==> src/rtl/store_pkg.sv <==
// Shared definitions for the store buffer: funct3 encodings, access-size decode
// and the queued entry layout, sized for the widest XLEN/AW in use.
package store_pkg;

  localparam logic [2:0] F3_SB = 3'b000;
  localparam logic [2:0] F3_SH = 3'b001;
  localparam logic [2:0] F3_SW = 3'b010;
  localparam logic [2:0] F3_SD = 3'b011;

  localparam int MAX_XLEN = 64;
  localparam int MAX_AW   = 64;

  // Entries are stored zero-extended to the maximum widths so one type serves every build.
  typedef struct packed {
    logic [MAX_AW-1:0]     addr;
    logic [MAX_XLEN-1:0]   wdata;
    logic [MAX_XLEN/8-1:0] wstrb;
  } entry_t;

  function automatic logic [3:0] sizeBytes(input logic [2:0] f3);
    case (f3[1:0])
      2'b00:   sizeBytes = 4'd1;
      2'b01:   sizeBytes = 4'd2;
      2'b10:   sizeBytes = 4'd4;
      default: sizeBytes = 4'd8;
    endcase
  endfunction

endpackage

==> src/rtl/store_lane_align.sv <==
// Combinational store aligner: shifts data/strobes into byte lanes for both
// beats of a possibly word-crossing store and flags crossing/illegal requests.
module store_lane_align
  import store_pkg::*;
#(
  parameter int XLEN = 32,
  parameter int NB   = XLEN / 8,
  parameter int OW   = $clog2(NB)
) (
  input  logic [2:0]      funct3,
  input  logic [OW-1:0]   off,
  input  logic [XLEN-1:0] wdata,
  output logic [XLEN-1:0] data0,
  output logic [XLEN-1:0] data1,
  output logic [NB-1:0]   strb0,
  output logic [NB-1:0]   strb1,
  output logic            crossing,
  output logic            illegal
);

  logic [3:0]        sz;
  logic [2*NB-1:0]   baseMask;
  logic [2*NB-1:0]   wideStrb;
  logic [2*XLEN-1:0] wideData;

  assign sz       = sizeBytes(funct3);
  assign baseMask = (2*NB)'((16'd1 << sz) - 16'd1);
  assign wideStrb = baseMask << off;
  // The upper half of the double-width shift is exactly wdata >> 8*(NB-off).
  assign wideData = {{XLEN{1'b0}}, wdata} << {off, 3'b000};

  assign data0    = wideData[XLEN-1:0];
  assign data1    = wideData[2*XLEN-1:XLEN];
  assign strb0    = wideStrb[NB-1:0];
  assign strb1    = wideStrb[2*NB-1:NB];
  assign crossing = (6'(off) + 6'(sz)) > 6'(NB);
  assign illegal  = funct3[2] | ((funct3[1:0] == 2'b11) && (XLEN == 32));

endmodule

==> src/rtl/store_buffer_unit.sv <==
// Store buffer: aligns MEM-stage stores and queues them for data memory.
// Define STORE_SPLIT_MISALIGN_EN to split word-crossing stores into two beats
// instead of faulting them.
module store_buffer_unit
  import store_pkg::*;
#(
  parameter int XLEN  = 32,
  parameter int DEPTH = 4,
  parameter int AW    = 32
) (
  input  logic                     CLK,
  input  logic                     RESETn,
  input  logic                     req_valid,
  output logic                     req_ready,
  input  logic [2:0]               req_funct3,
  input  logic [AW-1:0]            req_addr,
  input  logic [XLEN-1:0]          req_wdata,
  output logic                     mem_valid,
  input  logic                     mem_ready,
  output logic [AW-1:0]            mem_addr,
  output logic [XLEN-1:0]          mem_wdata,
  output logic [XLEN/8-1:0]        mem_wstrb,
  output logic                     store_fault,
  output logic [AW-1:0]            fault_addr,
  output logic                     empty,
  output logic [$clog2(DEPTH):0]   count
);

  localparam int NB = XLEN / 8;
  localparam int OW = $clog2(NB);
  localparam int PW = $clog2(DEPTH);
  localparam int CW = PW + 1;

  logic [XLEN-1:0] data0, data1;
  logic [NB-1:0]   strb0, strb1;
  logic            crossing, illegal;
  logic            isBad, splitReq, push, pop;
  logic [1:0]      pushN;
  logic [AW-1:0]   alignedAddr;
  entry_t          beat0, beat1, head;
  entry_t          fifo [DEPTH];
  logic [PW-1:0]   wrPtr, rdPtr;
  logic [CW-1:0]   cnt;
  logic            unusedBits;

  store_lane_align #(.XLEN(XLEN)) uAlign (
    .funct3   (req_funct3),
    .off      (req_addr[OW-1:0]),
    .wdata    (req_wdata),
    .data0    (data0),
    .data1    (data1),
    .strb0    (strb0),
    .strb1    (strb1),
    .crossing (crossing),
    .illegal  (illegal)
  );

  assign alignedAddr = {req_addr[AW-1:OW], {OW{1'b0}}};

  always_comb begin
    beat0       = '0;
    beat0.addr  = MAX_AW'(alignedAddr);
    beat0.wdata = MAX_XLEN'(data0);
    beat0.wstrb = (MAX_XLEN/8)'(strb0);
    beat1       = '0;
    beat1.addr  = MAX_AW'(alignedAddr + AW'(NB));
    beat1.wdata = MAX_XLEN'(data1);
    beat1.wstrb = (MAX_XLEN/8)'(strb1);
  end

`ifdef STORE_SPLIT_MISALIGN_EN
  assign isBad    = illegal;
  assign splitReq = crossing & ~illegal;
`else
  assign isBad    = illegal | crossing;
  assign splitReq = 1'b0;
`endif

  // Faulting requests are always accepted (and dropped) so the pipeline never stalls on them.
  always_comb begin
    if (isBad)         req_ready = 1'b1;
    else if (splitReq) req_ready = (cnt <= CW'(DEPTH - 2));
    else               req_ready = (cnt <= CW'(DEPTH - 1));
  end

  assign push  = req_valid & req_ready & ~isBad;
  assign pop   = mem_valid & mem_ready;
  assign pushN = push ? (splitReq ? 2'd2 : 2'd1) : 2'd0;

  always_ff @(posedge CLK or negedge RESETn) begin
    if (!RESETn) begin
      for (int i = 0; i < DEPTH; i++) fifo[i] <= '0;
      wrPtr <= '0;
      rdPtr <= '0;
      cnt   <= '0;
    end else begin
      if (push) begin
        fifo[wrPtr] <= beat0;
        if (splitReq) fifo[wrPtr + PW'(1)] <= beat1;
      end
      wrPtr <= wrPtr + PW'(pushN);
      rdPtr <= rdPtr + PW'(pop);
      cnt   <= cnt + CW'(pushN) - CW'(pop);
    end
  end

  always_ff @(posedge CLK or negedge RESETn) begin
    if (!RESETn) begin
      store_fault <= 1'b0;
      fault_addr  <= '0;
    end else begin
      store_fault <= req_valid & req_ready & isBad;
      if (req_valid && req_ready && isBad) fault_addr <= req_addr;
    end
  end

  assign head      = fifo[rdPtr];
  assign mem_valid = (cnt != '0);
  assign empty     = (cnt == '0);
  assign count     = cnt;
  assign mem_addr  = head.addr[AW-1:0];
  assign mem_wdata = head.wdata[XLEN-1:0];
  assign mem_wstrb = head.wstrb[NB-1:0];

  // Upper bits of the max-width entry are never driven out; beat1 is idle without splitting.
  assign unusedBits = ^{head, beat1};

endmodule

==> config.mk <==
export PLATFORM = sky130hd
export DESIGN_NAME = store_buffer_unit
export DESIGN_NICKNAME = d
export VERILOG_FILES = /design/src/rtl/store_pkg.sv /design/src/rtl/store_lane_align.sv /design/src/rtl/store_buffer_unit.sv
export SDC_FILE = /design/constraint.sdc
export NUM_CORES = 1
export LEC_CHECK = 0
export BUFFER_PORTS_ARGS = -buffer_cell sky130_fd_sc_hd__buf_2
export CAP_MARGIN = 20
export CORE_MARGIN = 2
export CORE_UTILIZATION = 40
export DETAILED_ROUTE_END_ITERATION = 16
export PLACE_DENSITY = 0.64
export SLEW_MARGIN = 20
export SYNTH_ARGS = -nofsm -noshare
export SYNTH_HDL_FRONTEND = slang
export SYNTH_SLANG_ARGS = --single-unit
==> constraint.sdc <==
create_clock -name CLK -period 5.5 [get_ports CLK]
set_clock_uncertainty 0.05 [all_clocks]
set_input_delay 0.825 -clock CLK [delete_from_list [all_inputs] [get_ports CLK]]
set_output_delay 0.825 -clock CLK [all_outputs]
set_load 0.005 [all_outputs]
# Word level (Yosys, flattened, before mapping)
# Cells that the tools add are included.
dict set report word_totals {
  inputBits 71
  register_bits 584
  wordCells 58
}
dict set report classes {
  add_sub_neg 6
  eq_ne 3
  n_shift 3
  order_cmp 5
  n_mux 9
  reduce_logical 6
  bitwise_logic 9
}
# cell n
set op_table {}
lappend op_table {{544-bit bitwise mux} 1}
lappend op_table {{136-bit binary-select mux with 2-bit select} 1}
lappend op_table {{136-bit demux with 2-bit select} 1}
lappend op_table {{104-bit two-way mux} 2}
lappend op_table {{136-bit two-way mux} 1}
lappend op_table {{32-bit by 5-bit << shifter with 32-bit output} 1}
lappend op_table {{4-bit case mux with 3 select lines} 1}
lappend op_table {{1-bit by 4-bit << shifter with 8-bit output (first input constant)} 1}
lappend op_table {{8-bit by 2-bit << shifter with 4-bit output} 1}
lappend op_table {{8-bit by 1-bit subtractor with 8-bit output (second input constant)} 1}
lappend op_table {{3-bit greater-or-equal comparator (second input constant)} 2}
lappend op_table {{6-bit by 3-bit greater-than comparator with 1-bit output (second input constant)} 1}
lappend op_table {{2-bit NOT with 3-bit output} 2}
lappend op_table {{2-bit by 4-bit adder with 5-bit output} 1}
lappend op_table {{2-bit by 1-bit adder with 2-bit output} 2}
lappend op_table {{1-bit bitwise AND} 4}
lappend op_table {{2-bit == test (second input constant)} 2}
lappend op_table {{3-bit by 1-bit adder with 3-bit output} 1}
lappend op_table {{3-bit by 2-bit <= comparator with 1-bit output (second input constant)} 1}
lappend op_table {{1-bit logical AND} 3}
lappend op_table {{3-bit zero test} 1}
lappend op_table {{3-bit by 1-bit less-than comparator with 1-bit output (second input constant)} 1}
lappend op_table {{3-bit nonzero test} 1}
lappend op_table {{3-bit by 1-bit subtractor with 3-bit output} 1}
lappend op_table {{other kinds (5)} 7}

# Depth between registers and ports, before layout
# Gate-level depths: netlist (run 1).
dict set report logic_depth {
  depth_word 11
  mapped_depth 13
  mapped_depth_nobuf 13
}

# By module
# From an unflattened synthesis (run 1), not the netlist that was laid out.
dict set report hier_totals {
  hier_cells 889
  area_unflattened_um2 13913.3
}
# module seq_area_each_um2 area_each_um2 n_inst cells_each
set modules_own_cells {}
lappend modules_own_cells {store_buffer_unit 7607.3 12944.9 1 742}
lappend modules_own_cells {store_lane_align 0.0 968.4 1 147}

# Worst setup path before layout (run 1)
# OpenSTA, ideal clock, no wires.
dict set report synth_timing {
  path_type {in2reg}
  startpoint {input req_addr[1]}
  endpoint {register cnt[2], in the netlist count[2]}
  path_stages 13
  setup_slack_ps 1708
  arrival_ps 3619
  required_time_ps 5327
  setup_time_ps 123
  path_cell_list {clkbuf_1 > clkbuf_1 > inv_1 > fa_1 > nor2b_1 > o22ai_1 > or3_1 > ha_1 > inv_1 > ha_1 > inv_1 > fa_1 > xnor2_1}
}
dict set report synth_via {
  elab_chain_len 9
  elab_cells_between_ends 10
}
# item line_no
set synth_lines {}
lappend synth_lines {{start, declared} store_buffer_unit.sv:16} ;# input logic [AW-1:0] req_addr,
lappend synth_lines {{2-bit by 4-bit adder with 5-bit output (*)} store_lane_align.sv:36} ;# assign crossing = (6'(off) + 6'(sz)) > 6'(NB);
lappend synth_lines {{6-bit by 3-bit greater-than comparator with 1-bit output (*)} store_lane_align.sv:36}
lappend synth_lines {{1-bit bitwise OR (*)} store_buffer_unit.sv:75} ;# assign isBad = illegal | crossing;
lappend synth_lines {{1-bit two-way mux} store_buffer_unit.sv:81} ;# if (isBad) req_ready = 1'b1;
lappend synth_lines {{1-bit bitwise AND} store_buffer_unit.sv:86} ;# assign push = req_valid & req_ready & ~isBad;
lappend synth_lines {{1-bit bitwise AND (*)} store_buffer_unit.sv:86}
lappend synth_lines {{1-bit two-way mux (*)} store_buffer_unit.sv:88} ;# assign pushN = push ? (splitReq ? 2'd2 : 2'd1) : 2'd0;
lappend synth_lines {{3-bit by 1-bit adder with 3-bit output (*)} store_buffer_unit.sv:103} ;# cnt <= cnt + CW'(pushN) - CW'(pop);
lappend synth_lines {{3-bit by 1-bit subtractor with 3-bit output (*)} store_buffer_unit.sv:103}
lappend synth_lines {{end signal, assigned} store_buffer_unit.sv:103}
lappend synth_lines {{end, declared} store_buffer_unit.sv:43} ;# logic [CW-1:0] cnt;
# Every way passes the cells marked *; elsewhere a longest branch is shown, timed or not.
# A chain may end at the register's enable or synchronous reset.

# Worst setup path after layout (run 1)
dict set report layout_timing {
  startpoint {register rdPtr[0]}
  endpoint {output mem_wdata[26]}
}
dict set report layout_via {
  elab_chain_len 4
}
# item line_no
set layout_lines {}
lappend layout_lines {{start, declared} store_buffer_unit.sv:42} ;# logic [PW-1:0] wrPtr, rdPtr;
lappend layout_lines {{start signal, assigned} store_buffer_unit.sv:102} ;# rdPtr <= rdPtr + PW'(pop);
lappend layout_lines {{2-bit NOT with 3-bit output (implied by the code)} store_buffer_unit.sv:117} ;# assign head = fifo[rdPtr];
lappend layout_lines {{136-bit binary-select mux with 2-bit select} store_buffer_unit.sv:117}
lappend layout_lines {{104-bit two-way mux (implied by the code) (2 in series)} store_buffer_unit.sv:117}
lappend layout_lines {{end, declared} store_buffer_unit.sv:21} ;# output logic [XLEN-1:0] mem_wdata,
# Every way passes these cells. The select of a mux whose other input is x is not followed.

==> results of run 1 <==
-- area by class of cell --
class	instances	share of cell area
multi-input combinational	480	0.369
tap	455	0.0342
clock buffer	54	0.0673
clock inverter	11	0.00863
timing repair buffer	190	0.0614
sequential	304	0.457
inverter	11	0.00248
-- cells in the mapped netlist, types with 7 or more instances --
cell type	count
mux4_2	66
a211oi_1	10
inv_1	11
buf_2	20
mux2i_1	16
clkbuf_1	11
and2_1	9
nor2_1	12
buf_6	19
nor2b_1	12
o21ai_0	8
dfrtp_1	304
mux2_2	176
a21oi_1	9
nand2_1	11
ha_1	7
mux2_4	120
-- cell families after synthesis --
family / Yosys count / share of synthesized area
AO/OA/AOI/OAI: 32 / 0.0144
XOR/XNOR: 4 / 0.00248
adder cells (fa/ha/maj): 9 / 0.00902
buffers and inverters: 67 / 0.0304
flip-flops: 304 / 0.538
multiplexers: 378 / 0.384
other: 1 / 0.000265
AND/OR/NAND/NOR: 55 / 0.0218
-- per-stage QoR --
| step | worst slack, ps | power, uW | cells | hold slack, ps |
|---|---|---|---|---|
| 2_1_floorplan | 1710 | 5250 | 851 | 424 |
| 3_3_place_gp | 1590 | 6140 | 1440 | 431 |
| 3_5_place_dp | 1500 | 6210 | 1440 | 437 |
| 4_1_cts | 1750 | 8770 | 1505 | 278 |
| 5_1_grt | 1670 | 9120 | 1505 | 289 |
| 6_report | 1900 | 8620 | 1505 | 224 |
-- registers in the layout (all words and copies together), names as in the netlist --
register,flops
store_fault,1
wrPtr,2
fifo,264
rdPtr,2
count,3
fault_addr,32
-- power by group through the flow --
stage | clock network [uW] | logic [uW] | registers (uW)
after floorplan | 0 | 1960 | 3290
after global placement | 0 | 2550 | 3600
after detailed placement | 0 | 2600 | 3620
after CTS | 2570 | 2600 | 3600
after global routing | 2660 | 2760 | 3700
final | 2500 | 2540 | 3590
-- placed cells by master (no fill, tap or decap), types with 3 or more instances in the layout --
| cell type | n |
|---|---|
| a211oi_1 | 10 |
| a21oi_1 | 9 |
| and2_1 | 9 |
| buf_2 | 174 |
| buf_4 | 13 |
| bufinv_16 | 3 |
| clkbuf_1 | 5 |
| clkbuf_16 | 38 |
| clkbuf_8 | 11 |
| clkinv_2 | 6 |
| dfrtp_1 | 302 |
| ha_1 | 7 |
| inv_1 | 11 |
| mux2_2 | 176 |
| mux2_4 | 120 |
| mux2i_1 | 16 |
| mux4_2 | 66 |
| nand2_1 | 11 |
| nand4_4 | 3 |
| nor2_1 | 12 |
| nor2b_1 | 12 |
| o21ai_0 | 8 |
| or3_1 | 3 |
| xor2_1 | 3 |
-- path summary, 6_finish.rpt --
kind                                 endpoint  slack (ps)  cells after the start
worst max-delay path            mem_wdata[26]        1900                      3
worst min-delay path                fifo[420]         220                      1
worst max register to register      fifo[418]        2500                      5
worst min register to register  fault_addr[8]         450                      1
max in group asynchronous            rdPtr[1]        3760                      2
min in group CLK                fault_addr[8]         450                      1
-- metal layers --
metal | share of wire | vias up | GRT usage
li1 | - | 3495 | -
met1 | 0.44 | 4211 | 0.238
met4 | 0.016 | 0 | 0.0393
met2 | 0.48 | 189 | 0.293
met3 | 0.060 | 42 | 0.0415
met5 | 0 | - | 0
==> impl_results.md, run 1 <==
- Run status: finished, final reports clean
- Vias in the first global route: 8572
- Pint: 6210 uW
- Area share of the largest cell type after synthesis: 0.538
- Clk root buf: clkbuf_16
- F_max: 0.278 GHz
- Syn Area/Cell: 16.6 um2
- Sequential fraction of the synthesis area: 0.538
- Final period utilization: 0.655
- Die X: 192 um
- Power Density: 517 nW/um2
- Mapped Area: 14100 um2
- Worst path arrival time: 2730 ps
- TritonCTS Sinks: 304
- Die area: 36900 um2
- Power share of the clock group: 0.290
- Post-synth ARST share: 1.00
- Worst EP required: 4620 ps
- Peak VDD IR: 0.000311 V
- Worst Hold Class: in2async
- Core footprint: 34700 um2
- Max-slew violations: 0
- Layout Utilization: 0.480
- CTS tree: yes
- CTS Hold Bufs: 0
- Startpoint types: register
- Drt wl/cell: 21.2 um
- Num rows: 68
- CP cell instances: buf_4 -> mux4_2 -> buf_2
- IO Count: 178
- Number of synthesized flops with an enable pin: 0
- RSZ-0062 raised after global routing: no
- Clk_lat worst skew: 520 ps
- GP Congestion: 0.761
- Longest Clk Path Bufs: 3
- Avg Vias per Cell: 5.27
- Logic gate share of total power: 0.294
- Switch Pwr: 2410 uW
- Switching part of the total power: 0.280
- Total GRT Usage: 0.177
- Final nets: 1103
- First-pass GRT wire length: 50100 um
- RR Startpoint: count[1]
- CTS buffer count: 36
- Main synth FF type: dfrtp_1
- CP max-delay cell: dfrtp_4
- Most area-consuming cells after synthesis: dfrtp_1 54%, mux2_2 14%, mux2_4 13%
- Area taken by multi-input logic gates: 6150 um2
- Sequential cell area: 7610 um2
- Antenna violations before repair: 1
- Via count: 7937
- Largest net degree at the start of global routing: 133
- GRT Residual Overflow: 0
- Detailed Place HPWL: 20100 um
- DR iter-0 viols: 332
- Worst slew margin: 0.251
- Ys Warns: 0
- Drt total wl: 31900 um
- Setup tns final: 0 ps
- Die height: 192 um
- Initial core utilization: 0.408
- Setup violators final: 0
- Cell count after synthesis: 850
- Clk slew on worst S/H paths: 60 ps
- Leakage power: 0.00835 uW
- Pre-antenna DRT Iters: 4
- Ant. Diodes: 0
- CP max stage delay: 930 ps
- Crit path kind: reg2out
- CP endpoint kind: output port
- Drc violations: 0
- Share of cells above drive strength 1: 0.591
- CTS HTree Levels: 2
- Filler cells: 3039
- Final Instance Area: 16700 um2
- PortBufs: 175
- Distinct cells, synth: 33
- Largest area contributor in the netlist: dfrtp_1
- Post-route ant nets: 0
- Worst-Margin Slew: 1120 ps
- Shortest period the worst path allows: 3600 ps
- Cts repair resizes: 0
- Post-CTS setup buffers: 0
- Area delta synth->final: 17.8%
- WP buf/inv: 2
- FF+latch count, synth: 304
- Final Hold Fails: 0
- Crit path max-delay family: flip-flops
- Worst Setup SP: rdPtr[0]
- Power share of the sequential group: 0.416
- Cell Area, Placed: 15400 um2
- Top fanout value on the critical path: 34
- Max Cap Viol: 0
(Power assumes the default switching activity.)
==> run 2: changes to the inputs <==
Clock period 5.5 ns to 3.8 ns, I/O delays scaled along.
==> run 2 against run 1 <==
Compared with the run above:
- sequential share of layout area decreased by 0.38 points
- sequential power increased by 42%
- via count decreased by 0.74%
- die area unchanged
- first-iteration DRC count decreased by 26%
- count of clock-buffer cells in the layout decreased by 1
- core utilization increased by 0.41 points
- critical endpoint is now req_ready
- final cell count increased by 0.27%
==> impl_results.md, run 2 (same netlist as run 1, synthesis figures left out) <==
- Crit path kind: in2out
- Setup violators final: 0
- Filler cells: 3019
- Final Hold Fails: 0
- Leakage power: 0.00842 uW
- Total GRT Usage: 0.174
- Power Density: 735 nW/um2
- Clk root buf: clkbuf_16
- Share of cells above drive strength 1: 0.590
- Drc violations: 0
- Top reg by flops: fifo
- R2R depth: 11
- Die area: 36900 um2
- TritonCTS Sinks: 304
- DR iter-0 viols: 246
- CP cell instances: buf_2 -> nor2_1 -> ha_1 -> inv_1 -> fa_1 -> nor2b_1 -> o22ai_1 -> or3_1 -> buf_2
- Final setup margin: 704 ps
- Initial core utilization: 0.408
- Worst Hold Class: in2async
- IO Count: 178
- Cts repair resizes: 0
- Crit path max-delay family: adder cells
- Detailed Place HPWL: 20300 um
- GRT Residual Overflow: 0
- Drt wl/cell: 20.8 um
- CTS HTree Levels: 2
- Largest net degree at the start of global routing: 92
- Worst-Margin Slew: 761 ps
- Drt total wl: 31400 um
- Worst EP required: 3180 ps
- Die X: 192 um
- Shortest period the worst path allows: 3100 ps
- Ant. Diodes: 0
- Largest register FFs: 264
- GP Congestion: 0.724
- PortBufs: 175
- CTS tree: yes
- Via count: 7878
- Worst slew margin: 0.491
- Startpoint types: input pin
- WP buf/inv: 3
- Place WS: 264 ps
- Cell mode on critical path: buf_2
- Avg Vias per Cell: 5.22
- F_max: 0.323 GHz
- Setup tns final: 0 ps
- Longest Clk Path Bufs: 3
- Worst path arrival time: 2480 ps
- Top fanout value on the critical path: 5
- CTS buffer count: 35
- Peak VDD IR: 0.000480 V
- Max Cap Viol: 0
- Die height: 192 um
- Core footprint: 34700 um2
- Final nets: 1111
- Area delta synth->final: 18.8%
- Layout Utilization: 0.484
- Post-route ant nets: 0
- CP max stage delay: 520 ps
- Vias in the first global route: 8385
- Most frequent cells in the layout: 302 x dfrtp_1, 176 x mux2_2, 174 x buf_2
- Pre-antenna DRT Iters: 4
- Most common cell after layout, fill and taps aside: dfrtp_1
- Antenna violations before repair: 3
- CTS Hold Bufs: 0
- Clk slew on worst S/H paths: 60 ps
- Post-CTS setup buffers: 0
- Critical path depth: 9
- RSZ-0062 raised after global routing: no
- CP endpoint kind: output port
- Hold slack: 28.2 ps
- Clk_lat worst skew: 500 ps
- First-pass GRT wire length: 49200 um
- Final period utilization: 0.815
- CP max-delay cell: o22ai_1
- Run status: finished, final reports clean
- Max-slew violations: 0
- Num rows: 68
==> run 2: changes by cell type in the layout (fill, tap and decap cells not counted) <==
| cell | previous run | this run |
|---|---|---|
| clkinvlp_4 | 1 | 0 |
| clkbuf_16 | 38 | 37 |
| buf_12 | 2 | 15 |
| clkbuf_1 | 5 | 8 |
| clkinv_8 | 1 | 0 |
| clkbuf_8 | 11 | 8 |
| buf_4 | 13 | 9 |
| clkinv_2 | 6 | 4 |
==> run 2: metrics by stage <==
stage                     instances  cell area (um2)  power, uW
after floorplan                 851            14100       7600
after global placement         1449            15600       8970
after detailed placement       1449            15600       9070
after CTS                      1509            16800      12500
after global routing           1509            16800      13100
final                          1509            16800      12400
==> run 2: worst paths after layout <==
check / from / endpoint / slack (ps)
max: req_funct3[1] / req_ready / 700
min: RESETn / fifo[154] / 30
max reg2reg: count[1] / count[2] / 1150
min reg2reg: fault_addr[2] / fault_addr[2] / 450
max in group asynchronous: RESETn / fifo[302] / 2750
min in group CLK: req_addr[9] / fifo[353] / 300
==> run 2: area by class of cell <==
type	count	area, um2	share of cell area
clock buffers	53	1070	0.0634
inverters	11	41.3	0.00246
repair buffers	199	1250	0.0746
well taps	455	569	0.0339
clock inverters	7	110	0.00655
multi-input cells	480	6150	0.366
flip-flops and latches	304	7610	0.453
==> run 2: metal layers <==
layer	up-vias	global-route usage	share of wire
li1	3476	-	-
met1	4163	0.243	0.45
met2	194	0.281	0.47
met3	43	0.0362	0.054
met4	2	0.0402	0.018
met5	-	0	0.00041
==> run 2: report_power, final <==
group | switching [uW] | internal (uW) | leakage [uW] | total, uW
sequential | 756 | 4340 | 0.00395 | 5090
clock | 1280 | 2130 | 0.000581 | 3410
combinational | 1380 | 2470 | 0.00388 | 3860
total | 3420 | 8940 | 0.00842 | 12400
